File: src/rtl/secant_solver.sv
// secant_solver: secant-method bias-current controller with handshake, sequential divider and clamping.
// Optional SECANT_BISECT_FALLBACK_EN: a zero divisor bisects the bracket instead of failing.
module secant_solver #(
  parameter int BUS_WIDTH = 10,
  parameter int TOL       = 30,
  parameter int MAX_ITER  = 16,
  parameter int A_INIT    = 0
) (
  input  logic                            clk,
  input  logic                            rst,
  input  logic                            start,
  input  logic [BUS_WIDTH-1:0]            q_desired,
  input  logic [BUS_WIDTH-1:0]            i_ref_setup,
  input  logic [BUS_WIDTH-1:0]            q_measured,
  input  logic                            meas_valid,
  output logic [BUS_WIDTH-1:0]            i_ref,
  output logic                            i_ref_valid,
  output logic                            busy,
  output logic                            converged,
  output logic                            went_unstable,
  output logic [$clog2(MAX_ITER+1)-1:0]   iter_count
);
  localparam int W  = BUS_WIDTH;
  localparam int NW = 2*W+2;
  localparam int DW = W+2;
  localparam int IW = $clog2(MAX_ITER+1);
  localparam int CW = $clog2(NW+1);
  localparam logic signed [W:0] TOL_V = (W+1)'(TOL);
  localparam logic signed [W:0] A_V = (W+1)'(A_INIT);
  localparam logic [IW-1:0] LAST_IT = IW'(MAX_ITER-1);

  typedef enum logic [3:0] {IDLE, DRV_A, WAIT_A, DRV_B, WAIT_B, CALC, DRV_C, WAIT_C, DONE, FAIL} state_t;
  state_t state;

  logic [W-1:0] q_des;
  logic signed [W:0] a, b, c, f_a, f_b, f_m, f_abs;
  logic signed [DW-1:0] d_ba, den;
  logic signed [NW-1:0] num;
  logic [NW-1:0] num_mag, quo;
  logic [DW-1:0] den_mag, dvs, rem, rem_sub;
  logic [DW:0] rem_sh;
  logic signed [NW:0] q_s, c_w;
  logic [W-1:0] c_cl;
  logic [CW-1:0] div_cnt;
  logic neg, div_go, conv, ge;

  assign f_m     = $signed({1'b0, q_measured}) - $signed({1'b0, q_des});
  assign f_abs   = f_m[W] ? -f_m : f_m;
  assign conv    = f_abs <= TOL_V;
  assign d_ba    = DW'(b) - DW'(a);
  assign num     = NW'(f_b) * NW'(d_ba);
  assign den     = DW'(f_b) - DW'(f_a);
  assign num_mag = num[NW-1] ? -num : num;
  assign den_mag = den[DW-1] ? -den : den;
  // restoring divider: one quotient bit per cycle, dividend shifts out of quo
  assign rem_sh  = {rem, quo[NW-1]};
  assign ge      = rem_sh >= {1'b0, dvs};
  assign rem_sub = rem_sh[DW-1:0] - dvs;
  assign q_s     = neg ? -$signed({1'b0, quo}) : $signed({1'b0, quo});
  assign c_w     = (NW+1)'(b) - q_s;
  assign c_cl    = c_w[NW] ? '0 : (|c_w[NW-1:W]) ? '1 : c_w[W-1:0];

  always_ff @(posedge clk) begin
    if (!rst) begin
      state         <= IDLE;
      i_ref         <= '0;
      i_ref_valid   <= 1'b0;
      busy          <= 1'b0;
      converged     <= 1'b0;
      went_unstable <= 1'b0;
      iter_count    <= '0;
      div_go        <= 1'b0;
    end else begin
      i_ref_valid <= 1'b0;
      case (state)
        IDLE, DONE, FAIL: if (start) begin
          state         <= DRV_A;
          busy          <= 1'b1;
          converged     <= 1'b0;
          went_unstable <= 1'b0;
          iter_count    <= '0;
          q_des         <= q_desired;
          a             <= A_V;
          b             <= {1'b0, i_ref_setup};
        end
        DRV_A: begin
          i_ref       <= a[W-1:0];
          i_ref_valid <= 1'b1;
          state       <= WAIT_A;
        end
        WAIT_A: if (meas_valid) begin
          f_a <= f_m;
          if (conv) begin
            state     <= DONE;
            busy      <= 1'b0;
            converged <= 1'b1;
          end else state <= DRV_B;
        end
        DRV_B: begin
          i_ref       <= b[W-1:0];
          i_ref_valid <= 1'b1;
          state       <= WAIT_B;
        end
        WAIT_B: if (meas_valid) begin
          f_b <= f_m;
          if (conv) begin
            state     <= DONE;
            busy      <= 1'b0;
            converged <= 1'b1;
          end else state <= CALC;
        end
        CALC: if (!div_go) begin
          if (den == '0) begin
`ifdef SECANT_BISECT_FALLBACK_EN
            c     <= (W+1)'(($signed({a[W], a}) + $signed({b[W], b})) >>> 1);
            state <= DRV_C;
`else
            state         <= FAIL;
            busy          <= 1'b0;
            went_unstable <= 1'b1;
`endif
          end else begin
            quo     <= num_mag;
            rem     <= '0;
            dvs     <= den_mag;
            neg     <= num[NW-1] ^ den[DW-1];
            div_cnt <= CW'(NW);
            div_go  <= 1'b1;
          end
        end else if (div_cnt != '0) begin
          quo     <= {quo[NW-2:0], ge};
          rem     <= ge ? rem_sub : rem_sh[DW-1:0];
          div_cnt <= div_cnt - 1'b1;
        end else begin
          c      <= {1'b0, c_cl};
          div_go <= 1'b0;
          state  <= DRV_C;
        end
        DRV_C: begin
          i_ref       <= c[W-1:0];
          i_ref_valid <= 1'b1;
          state       <= WAIT_C;
        end
        WAIT_C: if (meas_valid) begin
          iter_count <= iter_count + 1'b1;
          a          <= b;
          f_a        <= f_b;
          b          <= c;
          f_b        <= f_m;
          if (conv) begin
            state     <= DONE;
            busy      <= 1'b0;
            converged <= 1'b1;
          end else if (iter_count == LAST_IT) begin
            state         <= FAIL;
            busy          <= 1'b0;
            went_unstable <= 1'b1;
          end else state <= CALC;
        end
        default: state <= IDLE;
      endcase
    end
  end
endmodule

File: config.mk
export PLATFORM = sky130hd
export DESIGN_NAME = secant_solver
export DESIGN_NICKNAME = d
export VERILOG_FILES = /design/src/rtl/secant_solver.sv
export SDC_FILE = /design/constraint.sdc
export NUM_CORES = 1
export LEC_CHECK = 0
export CORE_MARGIN = 1.5
export CORE_UTILIZATION = 50
export CTS_BUF_LIST = sky130_fd_sc_hd__clkbuf_16
export CTS_CLUSTER_DIAMETER = 50
export DETAILED_ROUTE_END_ITERATION = 16
export PLACE_DENSITY = 0.64
export SYNTH_ARGS = -nofsm -noshare
export SYNTH_HDL_FRONTEND = slang
export SYNTH_SLANG_ARGS = --single-unit
File: constraint.sdc
create_clock -name clk -period 17.2 [get_ports clk]
set_input_delay 3.44 -clock clk [delete_from_list [all_inputs] [get_ports clk]]
set_output_delay 3.44 -clock clk [all_outputs]
set_load 0.05 [all_outputs]
Word level (Yosys, flattened, before mapping)
Index checks and enable logic that the tools add are counted.

Bitwise operators: 4. Multiplexer cells: 63. Add/sub/neg operators: 11. Reduce and logical (&&, ||, !) cells: 27. $lt $le $gt $ge: 2. Multiply operators: 1. Equal/unequal tests: 27.

Operators with widths (number): two-way mux 11 bit (8); two-way mux 22 bit (4); case mux 11 bit (2 select lines) (3); two-way mux 12 bit (4); two-way mux 4 bit (11); case mux 4 bit (8 select lines) (1); case mux 10 bit (3 select lines) (1); two-way mux 5 bit (5); AND reduction 4 bit (6); subtractor 11 x 11 -> 12 bit (2); two-way mux 23 bit (1); negator 22 -> 23 bit (1); subtractor 11 x 23 -> 23 bit (1); multiplier 11 x 12 -> 22 bit (1); negator 22 bit (1); two-way mux 1 bit (20); inequality test 2 bit, second input constant (9); == test 4 x 3 -> 1 bit, second input constant (4); >= comparator 13 x 12 -> 1 bit (1); zero test 12 bit (1); negator 12 bit (1); OR reduction 12 bit (1); subtractor 12 bit (1); less-or-equal comparator 11 x 6 -> 1 bit, second input constant (1); other kinds (28) (46).

Bits in registers: 140. Output and inout bits: 19. Input bits: 34.

Logic depth before layout (Yosys ltp)
Gate-level depths: netlist of run 1.

Depth in word-level cells: 7. Mapped depth: 35. Mapped depth without buffers: 31.

Worst setup path before layout of run 1
OpenSTA, ideal clock, no wires.

Path type: flip-flop to flip-flop. Start point: reg b[0]. End point: reg quo[20], data pin. Slack: 9314 ps. Cell stages (with the launch flop): 32. Buffers on the path: 1. Arrival: 7624 ps. Data required time: 16938 ps. Cell sequence: edfxtp_1 -> inv_1 -> ha_1 -> inv_1 -> fa_1 -> a21o_1 -> a21oi_1 -> o21bai_1 -> a21oi_1 -> o21bai_1 -> a21oi_1 -> xnor2_1 -> clkbuf_1 -> nand2_1 -> fa_1 -> fa_1 -> inv_1 -> fa_1 -> fa_1 -> inv_1 -> fa_1 -> inv_1 -> ha_1 -> nor3_1 -> o21ai_0 -> a311o_1 -> a211o_1 -> a221oi_1 -> or3b_1 -> nand3b_1 -> o31ai_1 -> nor3b_1.

Cells in the longest elaborated chain, start to end: 6.

Ends and longest elaborated chain: from (decl) (line 36) `logic signed [W:0] a, b, c, f_a, f_b, f_m, f_abs;`; from (signal assigned) (line 84) `b <= {1'b0, i_ref_setup};`; subtractor 11 x 11 -> 12 bit (*) (line 50) `assign d_ba = DW'(b) - DW'(a);`; multiplier 11 x 12 -> 22 bit (*) (line 51) `assign num = NW'(f_b) * NW'(d_ba);`; negator 22 bit (line 53) `assign num_mag = num[NW-1] ? -num : num;`; two-way mux 22 bit (*) (line 53); two-way mux 22 bit (*) (line 113) `if (den == '0) begin`; two-way mux 22 bit (*) (line 112) `CALC: if (!div_go) begin`; to (signal assigned) (line 123) `quo <= num_mag;`; to (signal assigned) (line 131) `quo <= {quo[NW-2:0], ge};`; to (decl) (line 39) `logic [NW-1:0] num_mag, quo;`.

Mark *: on every way between the ends. The rest lies on a longest branch, timed or not. The select of a mux whose other input is x is not followed. A chain may end at the register's enable or synchronous reset.

Worst setup path after layout of run 1
Same ends and word-level chain as after synthesis.

==> results.md, run 1 <==
* Setup repair bufs after CTS at 0
* Count of cell types in the netlist at 76
* Reg2reg end: quo[20]
* Sequential fraction of the synthesis area at roughly a quarter
* Reg2Reg Setup Slack at 8.47 ns
* Async set or reset register ratio after synthesis at 0%
* Synth Area in Adders at 25.9%
* Row count at 63
* First-pass GRT wire length at around 60000 microns
* Period utilization at around half
* Main flop type after synthesis: edfxtp_1
* Placer congestion estimate at approximately 0.9
* Mapped Nets at 1948
* Cell Area, Synth at between 15000 and 20000 sq um
* Starting density of the core at 50.8%
* Final wirelength at around 36000 microns
* Clk slew on worst S/H paths at 0.07 ns
* Total gr overflow at 0
* Die ar. at 31100 sq um
* Clock Path Buffers at 2
* RSZ-0062 raised after global routing: no
* # clock sinks at around 140
* Critical Path End: quo[20]
* Final HPWL DP at roughly 28000 microns
* Clk_skew at between 0.01 and 0.015 ns
* Post-Syn Instances at around 1700
* Die width at about 180 microns
* Worst path arrival time at 8.92 ns
* FMAX at roughly 0.11 GHz
* DRT Pass-1 Iters at 8
* CTS tree: done
* # DRC at 0
* Fin. max-slew vios at 0
* Vias in the first global route at roughly 12000
* Simple-gate share of the synthesized area at between 10% and 20%
* Ratio of cells with drive above 1 in the final layout at 5.03%
* CP Capture Type: flip-flop
* Initial antenna violation count at 0
* CP max stage cell: a21oi_1
* Worst R2R Start: b[0]
* Largest family of logic cells by synthesized area: adder cells
* Crit-path max cell delay at roughly 0.70 ns
* EDFF count, synth at between 100 and 150
* Launch point of the worst path: b[0]
* FF+latch count, synth at between 100 and 150
* Maxcap violations at 0
* Port bufs at 52
* Final ANT Viol Nets at 0
* Critical path class: flip-flop to flip-flop
* Yosys warnings at 0
* Post-Syn Area per Cell at a little under 9 sq um
* Hold wc startpoint: busy
* Chip Height at about 180 microns
* Status: complete, no violations
* Fin crit period at roughly 8.7 ns
* Post-cts sizing count at 0
* Hold Buf Count CTS at 0
* Vias after detailed routing at 11900
* Slew headroom at 13.8%
* Post-synthesis compound-gate area fraction at between 10% and 20%
* Worst skew pair latency at 0.44 ns
* Routed WL per cell at about 17 microns
* Antenna Cells at 0
* Largest net degree at the start of global routing at between 40 and 50
* Clk root buf: clkbuf_16
* CP max FO at 11
* Synth Area in XOR/XNOR at 6.00%
* Worst setup SP type: flip-flop
* Fillers at ~2700
* Vias per cell at approximately 5.7
* I/O pin total at 53
* TritonCTS buffer count at 17
* H-tree depth at 4
* DR iter-0 viols at approximately 760
* Hold Path Class: flip-flop to flip-flop
* Final #Nets at 1967
* Post-synthesis mux area share at 1.08%
* Worst R2R Path Depth at 31
* Worst EP required at roughly 17 ns
* Final setup viols at 0
* Slew @ Worst Pin at between 1 and 1.5 ns
* Worst hold margin at ~0.46 ns
* Core region area at 29600 sq um
* Setup TNS at 0 ns
* Tot GR Track Use at approximately 25%
* Final Hold Fails at 0
* Area Overhead vs Synth at 9.82%
metrics by stage:
stage               utilization (%)  area, sq um  std cells  worst slack, ns
global route                   55.8        16500       2101             7.88
detailed placement             53.8        15900       2069             8.50
finish                         55.8        16500       2101             8.47
global placement               53.8        15900       2069             8.79
CTS                            55.8        16500       2101             8.47
floorplan                         -        15000       1679             9.31
synthesized netlist by cell type, types with 13 or more instances:
library cell | n | share of area [%]
inv_1 | 247 | 6.2
o31ai_1 | 14 | 0.70
nand2b_1 | 13 | 0.54
edfxtp_1 | 114 | 23
a21oi_1 | 66 | 2.2
dfxtp_1 | 24 | 3.2
clkbuf_1 | 60 | 1.5
o21ai_0 | 71 | 2.4
o21a_1 | 20 | 1.0
nor2_1 | 116 | 2.9
a31oi_1 | 31 | 1.3
ha_1 | 108 | 9.0
a211oi_1 | 17 | 0.85
and2_1 | 72 | 3.0
nor2b_1 | 22 | 0.92
nand3_1 | 17 | 0.57
xor2_1 | 36 | 2.1
or3_1 | 17 | 0.71
a21o_1 | 21 | 1.0
mux2i_1 | 14 | 0.93
nor3_1 | 39 | 1.3
xnor2_1 | 65 | 3.8
fa_1 | 127 | 17
nand2_1 | 154 | 3.8
nor4_1 | 14 | 0.58
a221oi_1 | 14 | 0.82
sequential cells by signal, summed over array words and instances, names as in the netlist:
register and cells:
quo 22, dvs 12, rem 12, f_a 11
f_b 11, a 10, b 10, c 10
i_ref 10, q_des 10, div_cnt 5, iter_count 5
state 4, busy 1, converged 1, div_go 1
i_ref_valid 1, neg 1, went_unstable 1
worst min path at each step:
stage	endpoint	slack, ns	cells after the start
after detailed placement	busy	0.46	2
after global routing	busy	0.48	2
after CTS	busy	0.47	2
final	busy	0.46	2
after global placement	busy	0.45	2
after floorplan	i_ref[0]	0.51	2
final cells by class:
cell class	count	area (sq um)	share of cell area (%)
Inverter	247	927	5.62
Sequential cell	138	3900	23.7
Timing Repair Buffer	69	648	3.93
Clock buffer	20	500	3.03
Multi-Input combinational cell	1225	9930	60.2
Clock inverter	12	91.3	0.554
Tap cell	390	488	2.96
critical path, delay by kind of cell (launching register included):
kind / cells / cell delay [ns]
simple gates: 4 / 0.86
fa+ha+maj: 8 / 3.55
compound gates: 14 / 3.37
buf+inv: 5 / 0.33
flops: 1 / 0.38
logic make-up (layout without fill, tap and decap cells):
kind of cell,Yosys count,after routing
compound gates,333,333
xor+xnor,102,102
fa+ha+maj,235,235
buf+inv,316,348
flops,138,138
mux,16,16
simple gates,539,539
metal layers:
metal	up-vias	wire length [microns]	GRT usage (%)
met5	-	0	0
met3	45	1840	4.07
met4	0	809	7.41
met1	5790	16700	33.8
met2	318	17000	40.2
li1	5759	-	-
cells in the final DEF, fill, tap and decap left out, types with 31 or more instances in the layout:
cell             Yosys  final
a21oi_1             66     66
nor3_1              39     39
and2_1              72     72
o21ai_0             71     71
edfxtp_1           114    114
a31oi_1             31     31
xor2_1              36     36
fa_1               127    127
nand2_1            154    154
inv_1              247    247
nor2_1             116    114
clkdlybuf4s50_1      0     52
xnor2_1             65     65
ha_1               108    108
Power of run 1 is left out: the tool's default activity adds up to more than one toggle a clock period on the data nets, which glitch-free logic cannot reach.
==> run 2, diff against run 1 <==
clock period = 8.7 ns   (was 17.2 ns; I/O delays follow)
==> run 2 against run 1 <==
Sequential share of layout area fell by 0.13 points. Worst hold slack improved by 0.0056 ns. Register-to-register slack worse by 8.0 ns. Final cell count about the same. Sequential cell count unchanged. Fmax up 6.7%. Non-clock buffer count shrank 1. Clock skew shrank 0.0018 ns.
==> results.md, run 2 (same netlist as run 1, synthesis figures left out) <==
* Status: complete, no violations (unchanged)
* Hold Path Class: flip-flop to flip-flop (unchanged)
* Core region area at 29600 sq um (unchanged)
* Tot GR Track Use at 24.5% (was 24.7%)
* Chip Height at 176 microns (unchanged)
* Slew headroom at 15.7% (was 13.8%)
* Largest net degree at the start of global routing at 40 (was 42)
* Clk slew on worst S/H paths at 0.07 ns (about the same)
* Worst EP required at 8.89 ns (was 17.39 ns)
* Antenna Cells at 0 (unchanged)
* Vias in the first global route at 11800 (about the same)
* # DRC at 0 (unchanged)
* Final setup viols at 0 (unchanged)
* Area Overhead vs Synth at 10.4% (was 9.82%)
* Reg2Reg Setup Slack at 0.52 ns (was 8.47 ns)
* Crit-path max cell delay at 0.54 ns (was 0.70 ns)
* Worst setup SP type: flip-flop (unchanged)
* # clock sinks at 138 (unchanged)
* DRT Pass-1 Iters at 5 (was 8)
* Design area at 16600 sq um (was 16500 sq um)
* Biggest registers after layout: quo x22, dvs x12, rem x12 (unchanged)
* Vias per cell at 5.69 (was 5.67)
* Fin crit period at 8.18 ns (was 8.73 ns)
* CP top delay family: adder cells (unchanged)
* Hold Path Stages at 2 (unchanged)
* Final wirelength at 36200 microns (was 36400 microns)
* CP max FO at 11 (unchanged)
* Clk_skew at 0.0131 ns (was 0.0150 ns)
* Clk root buf: clkbuf_16 (unchanged)
* Row count at 63 (unchanged)
* Die width at 176 microns (unchanged)
* Placed cells at 2068 (was 2069)
* TritonCTS buffer count at 17 (unchanged)
* Most used cell, CP: fa_1
* Setup slack after layout at 0.522 ns (was 8.47 ns)
* Launch point of the worst path: b[0] (unchanged)
* First-pass GRT wire length at 60000 microns (was 60500 microns)
* Final ANT Viol Nets at 0 (unchanged)
* Initial antenna violation count at 0 (unchanged)
* DR iter-0 viols at 705 (was 759)
* Routed WL per cell at 17.3 microns (about the same)
* Die ar. at 31100 sq um (unchanged)
* Worst path arrival time at 8.37 ns (was 8.92 ns)
* Placer congestion estimate at 0.885 (was 0.912)
* H-tree depth at 4 (unchanged)
* Vias after detailed routing at 11900 (about the same)
* Starting density of the core at 50.8% (unchanged)
* Largest Register: quo (unchanged)
* Period utilization at 94.0% (was 50.7%)
* Final HPWL DP at 28100 microns (was 28300 microns)
* Storage element area at 3900 sq um (unchanged)
* Port bufs at 52 (unchanged)
* I/O pin total at 53 (unchanged)
* Maxcap violations at 0 (unchanged)
* Non-Filler Instances at 2100 (was 2101)
* Most frequent cells in the layout: inv_1, nand2_1, fa_1 (unchanged)
* RSZ-0062 raised after global routing: yes (was no)
* Hold Buf Count CTS at 0 (unchanged)
* Area of the multi-input gates at 9990 sq um (was 9930 sq um)
* Setup slack at placement at 0.372 ns (was 8.50 ns)
* Critical path class: flip-flop to flip-flop (unchanged)
* Final #Nets at 1966 (was 1967)
* Slew @ Worst Pin at 1.26 ns (was 1.29 ns)
* CP Capture Type: flip-flop (unchanged)
* Ratio of cells with drive above 1 in the final layout at 5.44% (was 5.03%)
* Worst skew pair latency at 0.44 ns (about the same)
* Clock Path Buffers at 2 (unchanged)
* FMAX at 0.122 GHz (was 0.115 GHz)
* Reg2reg end: quo[20] (unchanged)
* Worst R2R Path Depth at 30 (was 31)
* Fin. max-slew vios at 0 (unchanged)
* CP max stage cell: fa_1 (was a21oi_1)
* Max reg flops at 22 (unchanged)
* Most common cell after layout, fill and taps aside: inv_1 (unchanged)
* Dpl cell area at 15900 sq um (about the same)
* Total gr overflow at 0 (unchanged)
* Worst Path Buf+Inv at 5 (unchanged)
* Worst R2R Start: b[0] (unchanged)
* Min-Delay Endpoint: converged (was busy)
* CTS tree: done (unchanged)
* Fillers at 2681 (was 2673)
* Final Hold Fails at 0 (unchanged)
* Util after Layout at 56.1% (was 55.8%)
* Hold wc startpoint: converged (was busy)
-- run 2: changes by cell type in the layout (fill, tap and decap cells not counted), moves of 2 or more --
cell / change
bufinv_16: +4
xnor2_1: -4
xnor2_2: +4
clkbuf_16: -3
inv_4: -3
a21oi_1: -2
a21oi_2: +2
clkinvlp_4: +2
-- run 2: timing repair --
action                     CTS  global route
buffers inserted             0             0
resized for setup            0            11
setup endpoints to repair    0            13
-- run 2: worst max path at each step --
stage               cells past startpoint       to  slack [ns]
floorplan                              31  quo[20]        0.81
global placement                       30  quo[20]        0.48
detailed placement                     30  quo[20]        0.37
CTS                                    30  quo[20]        0.37
global route                           30  quo[20]       -0.06
finish                                 30  quo[20]        0.52
-- run 2: area by class of cell --
| cell class | count | share of cell area, % |
|---|---|---|
| multi-input combinational | 1225 | 60.2 |
| sequential | 138 | 23.5 |
| inverter | 247 | 5.59 |
| timing repair buffer | 68 | 3.86 |
| tap | 390 | 2.94 |
| clock buffer | 17 | 2.57 |
| clock inverter | 15 | 1.28 |
-- run 2: metrics by stage --
| stage | hold WS (ns) | setup TNS [ns] |
|---|---|---|
| final | 0.470 | 0 |
| after global routing | 0.501 | -0.0926 |
| after CTS | 0.475 | 0 |
| after detailed placement | 0.461 | 0 |
| after global placement | 0.456 | 0 |
| after floorplan | 0.505 | 0 |
-- run 2: worst min-delay path: cells and delay by family, from the launching register on --
kind / cells / cell delay (ns)
flops: 1 / 0.31
compound gates: 1 / 0.06
simple gates: 1 / 0.05
-- run 2: metal layers --
layer	track usage (%)	share of wire, %	vias to the layer above
met4	7.16	2.0	0
met3	4.72	5.4	39
met1	33.0	46	5853
met5	0	0	-
met2	40.2	47	296
li1	-	-	5761
Power of run 2 is left out for the same reason.
